==> config.mk <==
export PLATFORM = sky130hd
export DESIGN_NAME = ri_golomb_param
export DESIGN_NICKNAME = d
export VERILOG_FILES = /design/src/rtl/ri_golomb_param_pkg.sv /design/src/rtl/ri_map_errval.sv /design/src/rtl/ri_golomb_param.sv
export SDC_FILE = /design/constraint.sdc
export NUM_CORES = 1
export LEC_CHECK = 0
export CORE_MARGIN = 2
export CORE_UTILIZATION = 50
export CTS_CLUSTER_DIAMETER = 150
export DETAILED_ROUTE_END_ITERATION = 6
export PLACE_DENSITY = 0.74
export SYNTH_ARGS = -nofsm -noshare
export SYNTH_HDL_FRONTEND = slang
export SYNTH_SLANG_ARGS = --single-unit
==> constraint.sdc <==
create_clock -name clk -period 3.7 [get_ports clk]
set_input_delay 0.37 -clock clk [delete_from_list [all_inputs] [get_ports clk]]
set_output_delay 0.37 -clock clk [all_outputs]
set_load 0.005 [all_outputs]
==> src/rtl/ri_golomb_param_pkg.sv <==
// Shared constants for the run-interruption Golomb parameter stage: default
// widths, the k saturation bound and the FSM state encodings.
package ri_golomb_param_pkg;

  // Default widths and bounds.
  localparam int unsigned TempLength   = 22;
  localparam int unsigned NLength      = 7;
  localparam int unsigned KLength      = 5;
  localparam int unsigned KMax         = 16;
  localparam int unsigned ErrvalLength = 9;
  localparam int unsigned EmerrLength  = 10;

  // FSM state encodings.
  localparam logic [1:0] IDLE   = 2'd0;
  localparam logic [1:0] SEARCH = 2'd1;
  localparam logic [1:0] DONE   = 2'd2;

endpackage

==> src/rtl/ri_map_errval.sv <==
// Map bit and mapped error for a run-interruption sample. Purely
// combinational; the parent registers the results when the k search ends.
module ri_map_errval #(
  parameter int unsigned errval_length = 9,
  parameter int unsigned k_length      = 5,
  parameter int unsigned N_length      = 7,
  parameter int unsigned emerr_length  = 10
) (
  input  logic [errval_length-1:0] Errval,
  input  logic [k_length-1:0]      k,
  input  logic [N_length-1:0]      N,
  input  logic [N_length-1:0]      Nn,
  input  logic                     RIType,
  output logic                     map,
  output logic [emerr_length-1:0]  EMErrval
);

  logic                     errval_neg;
  logic                     errval_pos;
  logic                     k_zero;
  logic [N_length:0]        nn_x2;
  logic [N_length:0]        n_ext;
  logic                     nn_x2_lt_n;
  logic [errval_length-1:0] abs_err;
  logic [emerr_length:0]    two_abs;
  logic [emerr_length:0]    diff;

  // Sign tests and the 2*Nn < N comparison, one bit wider than N so 2*Nn never overflows.
  always_comb begin
    errval_neg = Errval[errval_length-1];
    errval_pos = !errval_neg && (Errval != '0);
    k_zero     = (k == '0);
    nn_x2      = {Nn, 1'b0};
    n_ext      = {1'b0, N};
    nn_x2_lt_n = (nn_x2 < n_ext);
  end

  // Map bit selection.
  always_comb begin
    map = (k_zero && errval_pos && nn_x2_lt_n) ||
          (errval_neg && !nn_x2_lt_n) ||
          (errval_neg && !k_zero);
  end

  // EMErrval = 2*|Errval| - RIType - map with one guard bit; a negative result clamps to 0.
  always_comb begin
    // Unsigned magnitude: the most negative Errval maps onto its exact magnitude.
    abs_err  = errval_neg ? -Errval : Errval;
    two_abs  = (emerr_length + 1)'({abs_err, 1'b0});
    diff     = two_abs - (emerr_length + 1)'(RIType) - (emerr_length + 1)'(map);
    EMErrval = diff[emerr_length] ? '0 : diff[emerr_length-1:0];
  end

endmodule

==> src/rtl/ri_golomb_param.sv <==
// Run-interruption Golomb parameter stage. Latches temp/N/Nn/RIType/Errval,
// finds the smallest k with (N << k) >= temp (saturating at K_MAX) one compare
// per cycle, then presents k, map and EMErrval over a valid/ready handshake.
module ri_golomb_param
  import ri_golomb_param_pkg::*;
#(
  parameter int unsigned temp_length   = TempLength,
  parameter int unsigned N_length      = NLength,
  parameter int unsigned k_length      = KLength,
  parameter int unsigned K_MAX         = KMax,
  parameter int unsigned errval_length = ErrvalLength,
  parameter int unsigned emerr_length  = EmerrLength
) (
  input  logic                     clk,
  input  logic                     rst_n,
  input  logic                     in_valid,
  output logic                     in_ready,
  input  logic [temp_length-1:0]   temp,
  input  logic [N_length-1:0]      N_Select,
  input  logic [N_length-1:0]      Nn_Select,
  input  logic                     RIType,
  input  logic [errval_length-1:0] Errval,
  output logic                     out_valid,
  input  logic                     out_ready,
  output logic [k_length-1:0]      k,
  output logic                     map,
  output logic [emerr_length-1:0]  EMErrval
);

  localparam int unsigned ShiftLength = N_length + K_MAX;
  localparam int unsigned CmpLength   = ShiftLength + temp_length;
  localparam logic [k_length-1:0] KMaxK = k_length'(K_MAX);

  logic [1:0]               state_q, state_d;
  logic [temp_length-1:0]   temp_q;
  logic [N_length-1:0]      n_q;
  logic [N_length-1:0]      nn_q;
  logic                     ritype_q;
  logic [errval_length-1:0] errval_q;
  logic [ShiftLength-1:0]   shift_q;
  logic [k_length-1:0]      k_cnt_q;
  logic [k_length-1:0]      k_q;
  logic                     map_q;
  logic [emerr_length-1:0]  emerr_q;

  logic                     accept;
  logic                     found;
  logic                     map_c;
  logic [emerr_length-1:0]  emerr_c;

  assign in_ready  = (state_q == IDLE);
  assign out_valid = (state_q == DONE);
  assign accept    = in_valid && in_ready;
  assign k         = k_q;
  assign map       = map_q;
  assign EMErrval  = emerr_q;

  // Search ends when the shifted N covers temp or k has reached its bound.
  always_comb begin
    found = (CmpLength'(shift_q) >= CmpLength'(temp_q)) || (k_cnt_q == KMaxK);
  end

  // Map/EMErrval for the candidate k; only sampled on the cycle the search ends.
  ri_map_errval #(
    .errval_length(errval_length),
    .k_length     (k_length),
    .N_length     (N_length),
    .emerr_length (emerr_length)
  ) u_map_errval (
    .Errval  (errval_q),
    .k       (k_cnt_q),
    .N       (n_q),
    .Nn      (nn_q),
    .RIType  (ritype_q),
    .map     (map_c),
    .EMErrval(emerr_c)
  );

  // FSM next state: IDLE -> SEARCH on accept, SEARCH -> DONE on found, DONE -> IDLE on out_ready.
  always_comb begin
    state_d = state_q;
    unique case (state_q)
      IDLE:    if (accept)    state_d = SEARCH;
      SEARCH:  if (found)     state_d = DONE;
      DONE:    if (out_ready) state_d = IDLE;
      default:                state_d = IDLE;
    endcase
  end

  // FSM state register.
  always_ff @(posedge clk) begin
    if (!rst_n) begin
      state_q <= IDLE;
    end else begin
      state_q <= state_d;
    end
  end

  // Operand capture; later input changes cannot disturb the running search.
  always_ff @(posedge clk) begin
    if (!rst_n) begin
      temp_q   <= '0;
      n_q      <= '0;
      nn_q     <= '0;
      ritype_q <= 1'b0;
      errval_q <= '0;
    end else if (accept) begin
      temp_q   <= temp;
      n_q      <= N_Select;
      nn_q     <= Nn_Select;
      ritype_q <= RIType;
      errval_q <= Errval;
    end
  end

  // Shift register and k counter: seeded on accept, stepped while the search continues.
  always_ff @(posedge clk) begin
    if (!rst_n) begin
      shift_q <= '0;
      k_cnt_q <= '0;
    end else if (accept) begin
      shift_q <= ShiftLength'(N_Select);
      k_cnt_q <= '0;
    end else if ((state_q == SEARCH) && !found) begin
      shift_q <= shift_q << 1;
      k_cnt_q <= k_cnt_q + k_length'(1);
    end
  end

  // Result registers: loaded once when the search ends, held through DONE and IDLE.
  always_ff @(posedge clk) begin
    if (!rst_n) begin
      k_q     <= '0;
      map_q   <= 1'b0;
      emerr_q <= '0;
    end else if ((state_q == SEARCH) && found) begin
      k_q     <= k_cnt_q;
      map_q   <= map_c;
      emerr_q <= emerr_c;
    end
  end

endmodule

==> results of run 1 <==
==> stage by stage <==
step           hold WS (ps)  utilization, %
6_report                459            62.3
5_1_grt                 474            62.3
4_1_cts                 460            62.1
3_5_place_dp            449            59.5
3_3_place_gp            444            59.5
2_1_floorplan           436               -
==> cell type report <==
type | count | share of cell area, %
tap | 129 | 2.78
multi-input combinational | 439 | 46.4
clock buffer | 10 | 2.37
sequential | 92 | 31.7
timing repair buffer | 73 | 12.3
inverter | 42 | 2.71
clock inverter | 5 | 1.72
==> state kept, by name, summed over array words and instances, names as in the netlist <==
signal    count
errval_q      9
shift_q      23
EMErrval     10
n_q           7
map           1
state_q       2
k             5
k_cnt_q       5
temp_q       22
ritype_q      1
nn_q          7
==> Yosys cell counts, types with 5 or more instances <==
| library cell | n | share of area, % |
|---|---|---|
| sky130_fd_sc_hd__nor2b_1 | 6 | 0.77 |
| sky130_fd_sc_hd__o31ai_1 | 6 | 0.93 |
| sky130_fd_sc_hd__nand2b_1 | 6 | 0.77 |
| sky130_fd_sc_hd__clkbuf_1 | 26 | 2.0 |
| sky130_fd_sc_hd__nand2_1 | 105 | 8.1 |
| sky130_fd_sc_hd__a21oi_1 | 96 | 9.9 |
| sky130_fd_sc_hd__o21ai_0 | 42 | 4.3 |
| sky130_fd_sc_hd__ha_1 | 35 | 9.0 |
| sky130_fd_sc_hd__buf_2 | 7 | 0.72 |
| sky130_fd_sc_hd__nand3_1 | 35 | 3.6 |
| sky130_fd_sc_hd__nor2_1 | 13 | 1.0 |
| sky130_fd_sc_hd__xnor2_1 | 7 | 1.3 |
| sky130_fd_sc_hd__o2111ai_1 | 7 | 1.3 |
| sky130_fd_sc_hd__a211oi_1 | 5 | 0.77 |
| sky130_fd_sc_hd__nand4_1 | 6 | 0.77 |
| sky130_fd_sc_hd__xor2_1 | 5 | 0.90 |
| sky130_fd_sc_hd__a31oi_1 | 8 | 1.0 |
| sky130_fd_sc_hd__inv_1 | 41 | 3.2 |
| sky130_fd_sc_hd__dfxtp_1 | 92 | 38 |
==> power breakdown <==
part           internal (mW)  switching (mW)  total (mW)
registers               1.04          0.0450        1.09
logic                  0.254           0.373       0.626
clock network          0.461           0.344       0.806
total                   1.76           0.762        2.52
==> routing by layer <==
metal / track usage (%) / share of wire (%)
met2: 40.3 / 47
met5: 0 / 0
met4: 7.69 / 1.4
met1: 30.2 / 48
met3: 2.80 / 3.7
==> worst max-delay path by stage <==
stage | from | endpoint | slack, ps
floorplan | k_cnt_q[0]$_SDFFE_PP0P_ | EMErrval[7]$_SDFFE_PN0P_ | 590
CTS | k_cnt_q[0]$_SDFFE_PP0P_ | EMErrval[7]$_SDFFE_PN0P_ | 100
global route | k_cnt_q[0]$_SDFFE_PP0P_ | EMErrval[7]$_SDFFE_PN0P_ | 50
finish | k_cnt_q[0]$_SDFFE_PP0P_ | EMErrval[7]$_SDFFE_PN0P_ | 250
global placement | k_cnt_q[0]$_SDFFE_PP0P_ | EMErrval[7]$_SDFFE_PN0P_ | 320
detailed placement | k_cnt_q[0]$_SDFFE_PP0P_ | EMErrval[7]$_SDFFE_PN0P_ | 110
==> worst reg2reg max path, delay by kind of cell (launching register included) <==
family          cells  cell delay [ps]
fa+ha+maj           3              690
simple gates        6             1360
xor+xnor            1              160
flops               1              350
compound gates      2              520
buf+inv             2              140
mux                 1              160
==> cells by family after synthesis <==
kind of cell | Yosys count
AO/OA/AOI/OAI | 187
XOR/XNOR | 12
adder cells (fa/ha/maj) | 35
buffers and inverters | 81
flip-flops | 92
multiplexers | 2
AND/OR/NAND/NOR | 203
==> summary.txt, run 1 <==
====================================================================================================
Run status ............................................................................    completed
Leakage power .........................................................................      2.12 nW
Data required time at the worst endpoint ..............................................      3980 ps
Most frequent cells in the layout ..................................................... sky130_fd_sc_hd__nand2_1 (105), sky130_fd_sc_hd__a21oi_1 (96), sky130_fd_sc_hd__dfxtp_1 (92)
Hold Path Class .......................................................................      reg2reg
Multi-input logic area ................................................................    2700 um^2
Post-detailed-placement cell area .....................................................    5550 um^2
Clock buffer count from CTS ...........................................................            9
Endpoint of the worst-slack reg-to-reg timing path .................................... EMErrval[7]$_SDFFE_PN0P_
Slew HR ...............................................................................        34.6%
Slowest library cell on the worst path ................................................ sky130_fd_sc_hd__or3b_1
Die Height ............................................................................       102 um
Post-route cell area ..................................................................    5810 um^2
Antenna diode instance count ..........................................................            0
Critical path capture point type ......................................................         flop
Dpl cells .............................................................................          775
Number of buffers inserted by port buffering ..........................................           67
Power density relative to cell area ...................................................  434 nW/um^2
Vias in the first global route ........................................................         4276
Clock latency on the worst-skew pair ..................................................       360 ps
Filler-free cell count of the finished design .........................................          790
Unrepaired setup endpoints after global routing .......................................        false
Number of max-cap violations ..........................................................            0
Startpoint of the tightest hold check path ............................................ temp_q[20]$_SDFFE_PN0P_
Standard-cell row count ...............................................................           35
Global-route wire length before repair ................................................     19500 um
Count of mapped cells out of synthesis ................................................          612
Layout cell share with drive strength beyond 1 ........................................        6.66%
Via density per instance ..............................................................         5.65
Clock-pin slew reported for the worst setup and hold paths after clock tree synthesis .        90 ps
Commonest non-fill, non-tap cell in the layout ........................................ sky130_fd_sc_hd__nand2_1
Post-route ant nets ...................................................................            0
DR DRC count ..........................................................................            0
Pin count of the biggest net entering global routing ..................................           54
Number of synthesized register bits ...................................................           92
Adder-cell share of the synthesized area ..............................................        9.04%
Synthesis-to-finish area growth .......................................................        20.0%
Post-synthesis cell type count ........................................................           62
Ports .................................................................................           68
Count of nets after finishing .........................................................          742
Count of cell instances traversed by the critical path ................................           15
Number of antenna violations at the first check in global routing .....................            0
Global routing usage summed across all routing layers .................................        23.3%
Core ar. ..............................................................................    9330 um^2
Cell Chain, Critical Path ............................................................. inv_1 > ha_1 > or3b_1 > nor4_2 > nand2_1 > o21ai_0 > mux2i_1 > ha_1 > inv_1 > ha_1 > nor4_4 > and2_1 > nand2_1 > xnor2_1 > o31ai_1
R2R Path Start ........................................................................ k_cnt_q[0]$_SDFFE_PP0P_
Multiplexer share of the synthesized area .............................................       0.439%
Width of the die ......................................................................       102 um
Count of flip-flops with a built-in enable after synthesis ............................            0
Worst EP arrival ......................................................................      3730 ps
DP Wirelength .........................................................................      8170 um
Worst-case vdd ir drop ................................................................   0.000230 V
Buffers & Inverters on Critical Path ..................................................            2
Post-synthesis sequential area ratio ..................................................        38.0%
Kind of cell with the highest combined delay on the critical path ..................... simple AND/OR/NAND/NOR gates
Share of the synthesized netlist area taken by xor and xnor gates .....................        2.17%
Final setup fails .....................................................................            0
GRT Residual Overflow .................................................................            0
Post-CTS setup buffers ................................................................            0
TritonCTS clock tree ..................................................................         done
Total standard cell area after synthesis ..............................................    4840 um^2
Routed vias ...........................................................................         4464
WHS Endpoint .......................................................................... temp_q[20]$_SDFFE_PN0P_
Fin crit share ........................................................................        93.2%
Worst setup slack for register-to-register paths ......................................       250 ps
Slew at the pin closest to its max-slew limit .........................................       981 ps
DRT Pass-1 Iters ......................................................................            5
Final critical-path required period ...................................................      3450 ps
Post-Synth Simple-Gate Area ...........................................................        20.8%
Library cell used as clock root buffer ................................................ sky130_fd_sc_hd__clkbuf_8
Design Power ..........................................................................      2.52 mW
Setup WS pre-CTS ......................................................................       110 ps
Cts repair resizes ....................................................................            0
Final slew viol count .................................................................            0
Die footprint .........................................................................   10500 um^2
Fin. Hold Viols .......................................................................            0
Crit path largest cell delay ..........................................................       400 ps
Final setup TNS .......................................................................         0 ps
Category of the most critical setup path ..............................................      reg2reg
Fillers ...............................................................................          858
Number of H-tree levels ...............................................................            3
Flip-flop and latch area ..............................................................    1840 um^2
Worst Setup Start Kind ................................................................         flop
Setup ws final ........................................................................       253 ps
Count of synthesis-stage warnings from yosys ..........................................            0
Hold-fix buffers, CTS .................................................................            0
Combinational family with the most area after synthesis ............................... compound AO/OA/AOI/OAI gates
DR WL/cell ............................................................................      14.5 um
FFs w/ async S/R, synth ...............................................................           0%
Highest fanout seen on the critical path ..............................................            5
Routability congestion estimate from global placement .................................        0.868
Avg Cell Area, Syn ....................................................................    7.92 um^2
Reg2reg path depth ....................................................................           15
Post-Syn Nets .........................................................................          697
Most common flop cell mapped by yosys ................................................. sky130_fd_sc_hd__dfxtp_1
Effective utilization at floorplan ....................................................        51.9%
Starting DRT DRC Count ................................................................          197
Clock skew ............................................................................      10.7 ps
Compound-Gate Fraction of Synth Area ..................................................        22.8%
Number of cells on the worst hold path ................................................            2
Dominant cell type by count on the critical path ...................................... sky130_fd_sc_hd__ha_1
Total Routed Length ...................................................................     11500 um
Highest Clock Rate ....................................................................    0.290 GHz
Clock sink count ......................................................................           92
Clock Path Buffers ....................................................................            2
====================================================================================================
Power figures use the tool's default switching activity.
==> inputs of run 2 (changes only) <==
--- a/config.mk
+++ b/config.mk
@@ -7,7 +7,6 @@
 export LEC_CHECK = 0
 export CORE_MARGIN = 2
 export CORE_UTILIZATION = 50
-export CTS_CLUSTER_DIAMETER = 150
 export DETAILED_ROUTE_END_ITERATION = 6
 export PLACE_DENSITY = 0.74
 export SYNTH_ARGS = -nofsm -noshare
==> results of run 2 <==
The final DEF is identical to that of run 1; final timing and power are the same.
==> inputs of run 3 (changes only) <==
==> constraint.sdc (replaced) <==
create_clock -name clk -period 3.7 [get_ports clk]
set_input_delay 0.74 -clock clk [delete_from_list [all_inputs] [get_ports clk]]
set_output_delay 0.74 -clock clk [all_outputs]
set_load 0.005 [all_outputs]
==> run 3 against run 2 <==
Routed wire length shrank 0.43%. Global-route usage shrank 0.20 points. Die area is the same. Clock skew is essentially flat. Sequential cell count is the same. Final cell count grew 0.25%. Clock-buffer cell count grew 1. Maximum frequency grew 4.6%.
==> summary.txt, run 3 (synthesized netlist as in run 1, its figures left out) <==
====================================================================================================
Routed vias ...........................................................................         4397   was 4464
Critical Path Source .................................................................. k_cnt_q[0]$_SDFFE_PP0P_   unchanged
Leakage power .........................................................................      2.09 nW   was 2.12 nW
Starting DRT DRC Count ................................................................          126   was 197
Clock Path Buffers ....................................................................            2   unchanged
DR WL/cell ............................................................................      14.4 um   was 14.5 um
Worst Setup Start Kind ................................................................         flop   unchanged
Final slew viol count .................................................................            0   unchanged
Width of the die ......................................................................       102 um   unchanged
Post-detailed-placement cell area .....................................................    5570 um^2   was 5550 um^2
Global routing usage summed across all routing layers .................................        23.1%   was 23.3%
Worst hold slack ......................................................................       459 ps   about the same
Die Height ............................................................................       102 um   unchanged
Post-route cell area ..................................................................    5760 um^2   was 5810 um^2
Post-route ant nets ...................................................................            0   unchanged
Cell Chain, Critical Path ............................................................. inv_1 > ha_1 > or3b_1 > nor4_2 > nand2_1 > o21ai_0 > mux2i_1 > ha_1 > inv_1 > ha_1 > nor4_2 > and2_1 > nand2_1 > xnor2_1 > o31ai_1   was inv_1 > ha_1 > or3b_1 > nor4_2 > nand2_1 > o21ai_0 > mux2i_1 > ha_1 > inv_1 > ha_1 > nor4_4 > and2_1 > nand2_1 > xnor2_1 > o31ai_1
Total Routed Length ...................................................................     11400 um   was 11500 um
Category of the most critical setup path ..............................................      reg2reg   unchanged
Number of max-cap violations ..........................................................            0   unchanged
Highest fanout seen on the critical path ..............................................            5   unchanged
Final critical-path required period ...................................................      3300 ps   was 3450 ps
GRT Residual Overflow .................................................................            0   unchanged
Hold Path Class .......................................................................      reg2reg   unchanged
Max reg flops .........................................................................           23   unchanged
Reg2reg path depth ....................................................................           15   unchanged
Clock latency on the worst-skew pair ..................................................       350 ps   was 360 ps
Vias in the first global route ........................................................         4282   was 4276
Run status ............................................................................    completed   unchanged
Endpoint of the worst-slack reg-to-reg timing path .................................... EMErrval[7]$_SDFFE_PN0P_   unchanged
Post-CTS setup buffers ................................................................            0   unchanged
Slew at the pin closest to its max-slew limit .........................................       894 ps   was 981 ps
Commonest non-fill, non-tap cell in the layout ........................................ sky130_fd_sc_hd__nand2_1   unchanged
Core ar. ..............................................................................    9330 um^2   unchanged
Effective utilization at floorplan ....................................................        51.9%   unchanged
Data required time at the worst endpoint ..............................................      3970 ps   was 3980 ps
Via density per instance ..............................................................         5.55   was 5.65
Standard-cell row count ...............................................................           35   unchanged
Layout cell share with drive strength beyond 1 ........................................        6.64%   was 6.66%
Clock sink count ......................................................................           92   unchanged
Routability congestion estimate from global placement .................................        0.840   was 0.868
Fin crit share ........................................................................        89.1%   was 93.2%
Crit path largest cell delay ..........................................................       400 ps   about the same
Worst-case vdd ir drop ................................................................   0.000187 V   was 0.000230 V
Unrepaired setup endpoints after global routing .......................................        false   unchanged
Die footprint .........................................................................   10500 um^2   unchanged
Dominant cell type by count on the critical path ...................................... sky130_fd_sc_hd__ha_1   unchanged
Final setup TNS .......................................................................         0 ps   unchanged
Register with the most flip-flops .....................................................      shift_q   unchanged
Clock skew ............................................................................      10.3 ps   was 10.7 ps
Clock-pin slew reported for the worst setup and hold paths after clock tree synthesis .        90 ps   about the same
Critical path capture point type ......................................................         flop   unchanged
DR DRC count ..........................................................................            0   unchanged
DRT Pass-1 Iters ......................................................................            5   unchanged
Pin count of the biggest net entering global routing ..................................           55   was 54
TritonCTS clock tree ..................................................................         done   unchanged
Critical path capture point ........................................................... EMErrval[7]$_SDFFE_PN0P_   unchanged
DP Wirelength .........................................................................      8140 um   was 8170 um
Worst setup slack for register-to-register paths ......................................       400 ps   was 250 ps
Most frequent cells in the layout ..................................................... sky130_fd_sc_hd__nand2_1 (105), sky130_fd_sc_hd__a21oi_1 (96), sky130_fd_sc_hd__dfxtp_1 (92)   unchanged
Number of buffers inserted by port buffering ..........................................           67   unchanged
Count of nets after finishing .........................................................          744   was 742
Synthesis-to-finish area growth .......................................................        19.0%   was 20.0%
Slowest library cell on the worst path ................................................ sky130_fd_sc_hd__or3b_1   unchanged
Final setup fails .....................................................................            0   unchanged
Global-route wire length before repair ................................................     19500 um   about the same
Slew HR ...............................................................................        40.4%   was 34.6%
Ports .................................................................................           68   unchanged
Library cell used as clock root buffer ................................................ sky130_fd_sc_hd__clkbuf_8   unchanged
Power density relative to cell area ...................................................  410 nW/um^2   was 434 nW/um^2
Worst EP arrival ......................................................................      3570 ps   was 3730 ps
Fin. Hold Viols .......................................................................            0   unchanged
Number of antenna violations at the first check in global routing .....................            0   unchanged
Antenna diode instance count ..........................................................            0   unchanged
Highest Clock Rate ....................................................................    0.303 GHz   was 0.290 GHz
R2R Path Start ........................................................................ k_cnt_q[0]$_SDFFE_PP0P_   unchanged
Number of H-tree levels ...............................................................            3   unchanged
Clock buffer count from CTS ...........................................................            9   unchanged
====================================================================================================
run 3: cell types whose count changed in the layout (fill, tap and decap cells not counted), sizes merged:
| cell | before | now |
|---|---|---|
| clkinvlp | 0 | 1 |
| buf | 6 | 8 |
| bufinv | 3 | 1 |
| clkbuf | 10 | 11 |
run 3: worst min-delay path by stage:
stage | start | endpoint | slack (ps) | cells past startpoint
after floorplan | nn_q[6]$_SDFFE_PN0P_ | nn_q[6]$_SDFFE_PN0P_ | 440 | 2
after global placement | nn_q[6]$_SDFFE_PN0P_ | nn_q[6]$_SDFFE_PN0P_ | 440 | 2
after detailed placement | temp_q[7]$_SDFFE_PN0P_ | temp_q[7]$_SDFFE_PN0P_ | 450 | 2
after CTS | temp_q[7]$_SDFFE_PN0P_ | temp_q[7]$_SDFFE_PN0P_ | 460 | 2
after global routing | temp_q[17]$_SDFFE_PN0P_ | temp_q[17]$_SDFFE_PN0P_ | 470 | 2
final | temp_q[11]$_SDFFE_PN0P_ | temp_q[11]$_SDFFE_PN0P_ | 460 | 2
run 3: final cells by class:
cell class / count / area (um^2)
sequential: 92 / 1840
inverter: 42 / 158
clock inverter: 4 / 51.3
timing repair buffer: 75 / 731
clock buffer: 11 / 131
fill: 864 / 3560
tap: 129 / 161
multi-input combinational: 439 / 2690
run 3: report_power, final:
| group | switching [mW] | internal [mW] | total (mW) |
|---|---|---|---|
| Sequential | 0.0461 | 1.04 | 1.09 |
| Clock | 0.345 | 0.310 | 0.655 |
| Combinational | 0.367 | 0.252 | 0.619 |
run 3: worst max-delay path: cells and delay by family (launching register included):
family	cells	cell delay (ps)
simple gates	6	1350
fa+ha+maj	3	660
buf+inv	2	140
flops	1	350
mux	1	140
xor+xnor	1	160
compound gates	2	420
run 3: timing repair:
item / in CTS / in global routing
resized for setup: 0 / 2
hold buffers: 0 / 0
setup endpoints to repair: 0 / 4
run 3: metal layers:
metal | share of wire [%] | track usage (%) | wire length [um]
met1 | 48 | 30.4 | 5460
met4 | 1.3 | 6.67 | 145
met3 | 3.5 | 2.53 | 399
met2 | 47 | 40.0 | 5430
met5 | 0 | 0 | 0
run 3: metrics by stage:
step / power [mW] / std cells / worst slack (ps) / utilization [%]
after global placement: 1.70 / 777 / 322 / 59.7
after global routing: 2.50 / 792 / 59.6 / 61.8
after CTS: 2.37 / 792 / 201 / 61.7
after floorplan: 1.54 / 612 / 590 / -
final: 2.36 / 792 / 404 / 61.8
after detailed placement: 1.72 / 777 / 215 / 59.7
==> RTL edit 1, RTL diff (config.mk and constraints of run 3) <==
The package constant `KMax` goes from 16 to 24.
--- a/src/rtl/ri_golomb_param_pkg.sv
+++ b/src/rtl/ri_golomb_param_pkg.sv
@@ -8,3 +8,3 @@
   localparam int unsigned KLength      = 5;
-  localparam int unsigned KMax         = 16;
+  localparam int unsigned KMax         = 24;
   localparam int unsigned ErrvalLength = 9;
Check against the original RTL: no difference found for any inputs over 4 cycles, from zero or initial values and one cycle with rst_n low; that may be too few to reach the edited logic, so the function may still have changed.
==> RTL edit 1 against run 3 <==
  * Area after synthesis rose by 8.9%
  * Non-clock buffer count increased by 8
  * Highest routed layer unchanged
  * Sequential share of layout area up 0.15 points
  * Wire length decreased by 4.5%
  * First-iteration DRC count rose by 23%
  * Critical path type unchanged
  * Via count shrank 4.5%
  * Largest power group unchanged
  * Final cell count grew 1.6%
  * Sequential cell count rose by 8
  * Power rose by 7.3%
  * Cell area is 8.2% higher
  * Global-route usage down 2.9 points
  * Worst setup slack lost 0.16 ns
==> RTL edit 1: results (changes against run 3) <==
[metrics] dpl hpwl: 7.79 mm (-4.3%)
[metrics] combinational cell power: 634 uW (+2%)
[metrics] max reg flops: 31 (+35%)
[metrics] terminating pin of the worst hold path: EMErrval[5]$_SDFFE_PN0P_
[metrics] run status: finished clean
[metrics] total routing usage reported by global routing: 20.2% (-2.9 points)
[metrics] met2 capacity usage during global routing: 32.8% (-7.2 points)
[metrics] Leakage Power: 2.44 nW (+17%)
[metrics] Max rail drop VDD: 191 uV (+2.0%)
[metrics] area occupied by multi-input gates: 2930 um2 (+9.1%)
[metrics] Seq cells post-synth: 100 (+8.7%)
[metrics] insertion delay of the later-clocked pin in the worst-skew pair: 0.37 ns (+0.02 ns)
[metrics] worst min-delay path startpoint: EMErrval[5]$_SDFFE_PN0P_
[metrics] fraction of layout cells with a size suffix above 1: 8.67% (+2.0 points)
[metrics] post-route core utilization: 60.7% (-1.1 points)
[metrics] Layout Nets: 749 (+0.67%)
[metrics] post-placement setup slack: -0.0926 ns (-0.308 ns)
[metrics] wire length of the first global-routing pass: 18.8 mm (-3.8%)
[metrics] Net Sw Power: 788 uW (+3.9%)
[metrics] total number of multi-input combinational cells: 433 (-1.4%)
[metrics] Total Wirelength: 10.9 mm (-4.5%)
[metrics] capture point of the critical path: EMErrval[1]$_SDFFE_PN0P_
[metrics] Non-Clock Buffer Area Fraction: 12.6% (-0.076 points)
[metrics] Non-CTS buffers: 83 (+11%)
[metrics] Final GP Congestion: 0.846 (+0.71%)
[metrics] total of fill cells in the finished design: 920 (+6.5%)
[metrics] Max stage delay cell, worst path: sky130_fd_sc_hd__or4b_1
[metrics] met3 Use GR: 3.47% (+0.93 points)
RTL edit 1: cell count changes after synthesis, moves of 14 or more:
cell and change:
sky130_fd_sc_hd__nor2_1 +20, sky130_fd_sc_hd__nand3_1 -29, sky130_fd_sc_hd__mux2i_1 +28, sky130_fd_sc_hd__o21ai_0 -25
sky130_fd_sc_hd__a21oi_1 -75, sky130_fd_sc_hd__nand2_1 +14, sky130_fd_sc_hd__a21boi_0 +48
RTL edit 1: kinds of logic after synthesis:
family / Yosys count / synth area share, %
simple gates: 228 / 21.1
compound gates: 126 / 17.4
flops: 100 / 37.9
buf+inv: 73 / 7.23
fa+ha+maj: 35 / 8.30
mux: 29 / 5.50
xor+xnor: 15 / 2.49
RTL edit 1: timing repair:
item                       CTS  global route
resized for setup            2             7
pin swaps                    0             3
setup endpoints to repair    7            10
setup buffers                1             0
==> RTL edit 2, RTL diff (settings of run 3) <==
Without the edit above. Reset style: asynchronous (`rst_n`), changed in 4 clocked blocks.
--- a/src/rtl/ri_golomb_param.sv
+++ b/src/rtl/ri_golomb_param.sv
@@ -90,3 +90,3 @@
   // FSM state register.
-  always_ff @(posedge clk) begin
+  always_ff @(posedge clk or negedge rst_n) begin
     if (!rst_n) begin
@@ -99,3 +99,3 @@
   // Operand capture; later input changes cannot disturb the running search.
-  always_ff @(posedge clk) begin
+  always_ff @(posedge clk or negedge rst_n) begin
     if (!rst_n) begin
@@ -116,3 +116,3 @@
   // Shift register and k counter: seeded on accept, stepped while the search continues.
-  always_ff @(posedge clk) begin
+  always_ff @(posedge clk or negedge rst_n) begin
     if (!rst_n) begin
@@ -130,3 +130,3 @@
   // Result registers: loaded once when the search ends, held through DONE and IDLE.
-  always_ff @(posedge clk) begin
+  always_ff @(posedge clk or negedge rst_n) begin
     if (!rst_n) begin
Check against the original RTL: differs if rst_n is asserted again (counterexample within 4 cycles, from zero or initial values and one cycle with rst_n low); with rst_n held inactive, the same outputs for 10 cycles.
==> RTL edit 2 against run 3 <==
  * Die area is 2.7% lower
  * Worst setup slack worse by 0.15 ns
  * Area after synthesis decreased by 2.8%
  * Sequential cell count stayed put
  * Wire length is 16% lower
  * Cell area down 0.63%
  * Critical path depth is 1 higher
  * Clock skew down 0.0030 ns
  * Largest cell class is now registers
Power is not compared: it rests on default switching activity, and its combinational part moved more than twofold at a synthesized area within 25%.
==> RTL edit 2: results (changes against run 3) <==
[metrics] GR Util met1: 26.8% (-3.6 points)
[metrics] total routing usage reported by global routing: 20.3% (-2.8 points)
[metrics] total of fill cells in the finished design: 778 (-10%)
[metrics] via count of the first global-routing pass: 3591 (-16%)
[metrics] number of logic inverters in the finished layout: 38 (-9.5%)
[metrics] Non-Clock Buffer Area Fraction: 13.1% (+0.43 points)
[metrics] met3 layer wire length in the routed design: 344 um (-14%)
[metrics] area occupied by multi-input gates: 2170 um2 (-19%)
[metrics] Seq/Total Area, Yosys: 48.9% (+11 points)
[metrics] post-route core utilization: 62.3% (+0.49 points)
[metrics] Non-CTS buffers: 78 (+4.0%)
[metrics] Max stage delay cell, worst path: sky130_fd_sc_hd__dfrtp_1
[metrics] Post-synth ARST share: 100% (+100 points)
[metrics] Final GP Congestion: 0.870 (+3.6%)
[metrics] post-layout instance count excluding filler cells: 669 (-16%)
[metrics] clock buffer count in the final layout: 10 (-1)
[metrics] WL met2: 4.59 mm (-16%)
[metrics] mean cell area of the mapped netlist: 9.69 um2 (+22%)
[metrics] register fraction of the total cell area: 40.2% (+8.2 points)
[metrics] Mapped Nets: 571 (-18%)
[metrics] instance area at placement: 5490 um2 (-1.4%)
[metrics] Reg-to-Reg End: EMErrval[5]$_DFFE_PN0P_
[metrics] worst min path class: input pin to async pin
[metrics] setup clock skew after layout: 0.00733 ns (-0.00295 ns)
[metrics] Worst Path Max Fanout: 3 (-2)
[metrics] total number of multi-input combinational cells: 334 (-24%)
[metrics] Cells after DPL: 651 (-16%)
[metrics] clock buffer and inverter area fraction after layout: 3.91% (+0.74 points)
[metrics] met3 Use GR: 2.43% (-0.10 points)
[metrics] wire length of the first global-routing pass: 16.5 mm (-16%)
[metrics] Worst Reg2Reg Path Length in Cells: 16 (+1)
[metrics] Crit path largest cell delay: 0.38 ns (-0.02 ns)
[metrics] run status: finished clean
[metrics] detailed-route wire length on metal 1: 4.47 mm (-18%)
[metrics] max reg flops: 23 (unchanged)
[metrics] via count of the routed design: 3600 (-18%)
[metrics] Unique masters post-synth: 45 (-27%)
[metrics] Post-synth top cells: 108 x sky130_fd_sc_hd__nand2_1, 92 x sky130_fd_sc_hd__dfrtp_1, 38 x sky130_fd_sc_hd__inv_1, 38 x sky130_fd_sc_hd__o21ai_0, 35 x sky130_fd_sc_hd__ha_1
[metrics] prevailing post-synth register cell: sky130_fd_sc_hd__dfrtp_1
[metrics] Layout Nets: 638 (-14%)
[metrics] cell family contributing the most delay on the critical path: compound AO/OA/AOI/OAI gates
==> RTL edit 2: worst max-delay path by stage <==
stage,startpoint,endpoint,slack [ns],cells past startpoint
finish,n_q[1]$_DFFE_PN0P_,EMErrval[5]$_DFFE_PN0P_,0.25,16
global route,n_q[1]$_DFFE_PN0P_,EMErrval[5]$_DFFE_PN0P_,0.03,16
CTS,n_q[1]$_DFFE_PN0P_,EMErrval[5]$_DFFE_PN0P_,0.05,17
detailed placement,n_q[1]$_DFFE_PN0P_,EMErrval[5]$_DFFE_PN0P_,0.09,17
global placement,nn_q[0]$_DFFE_PN0P_,EMErrval[5]$_DFFE_PN0P_,0.24,16
floorplan,nn_q[0]$_DFFE_PN0P_,EMErrval[5]$_DFFE_PN0P_,0.43,16
==> RTL edit 2: logic make-up after synthesis <==
kind of cell	Yosys count	share of synthesized area, %
mux	27	5.95
simple gates	171	16.2
flops	92	48.9
fa+ha+maj	35	9.30
buf+inv	60	5.29
compound gates	88	11.9
xor+xnor	13	2.42
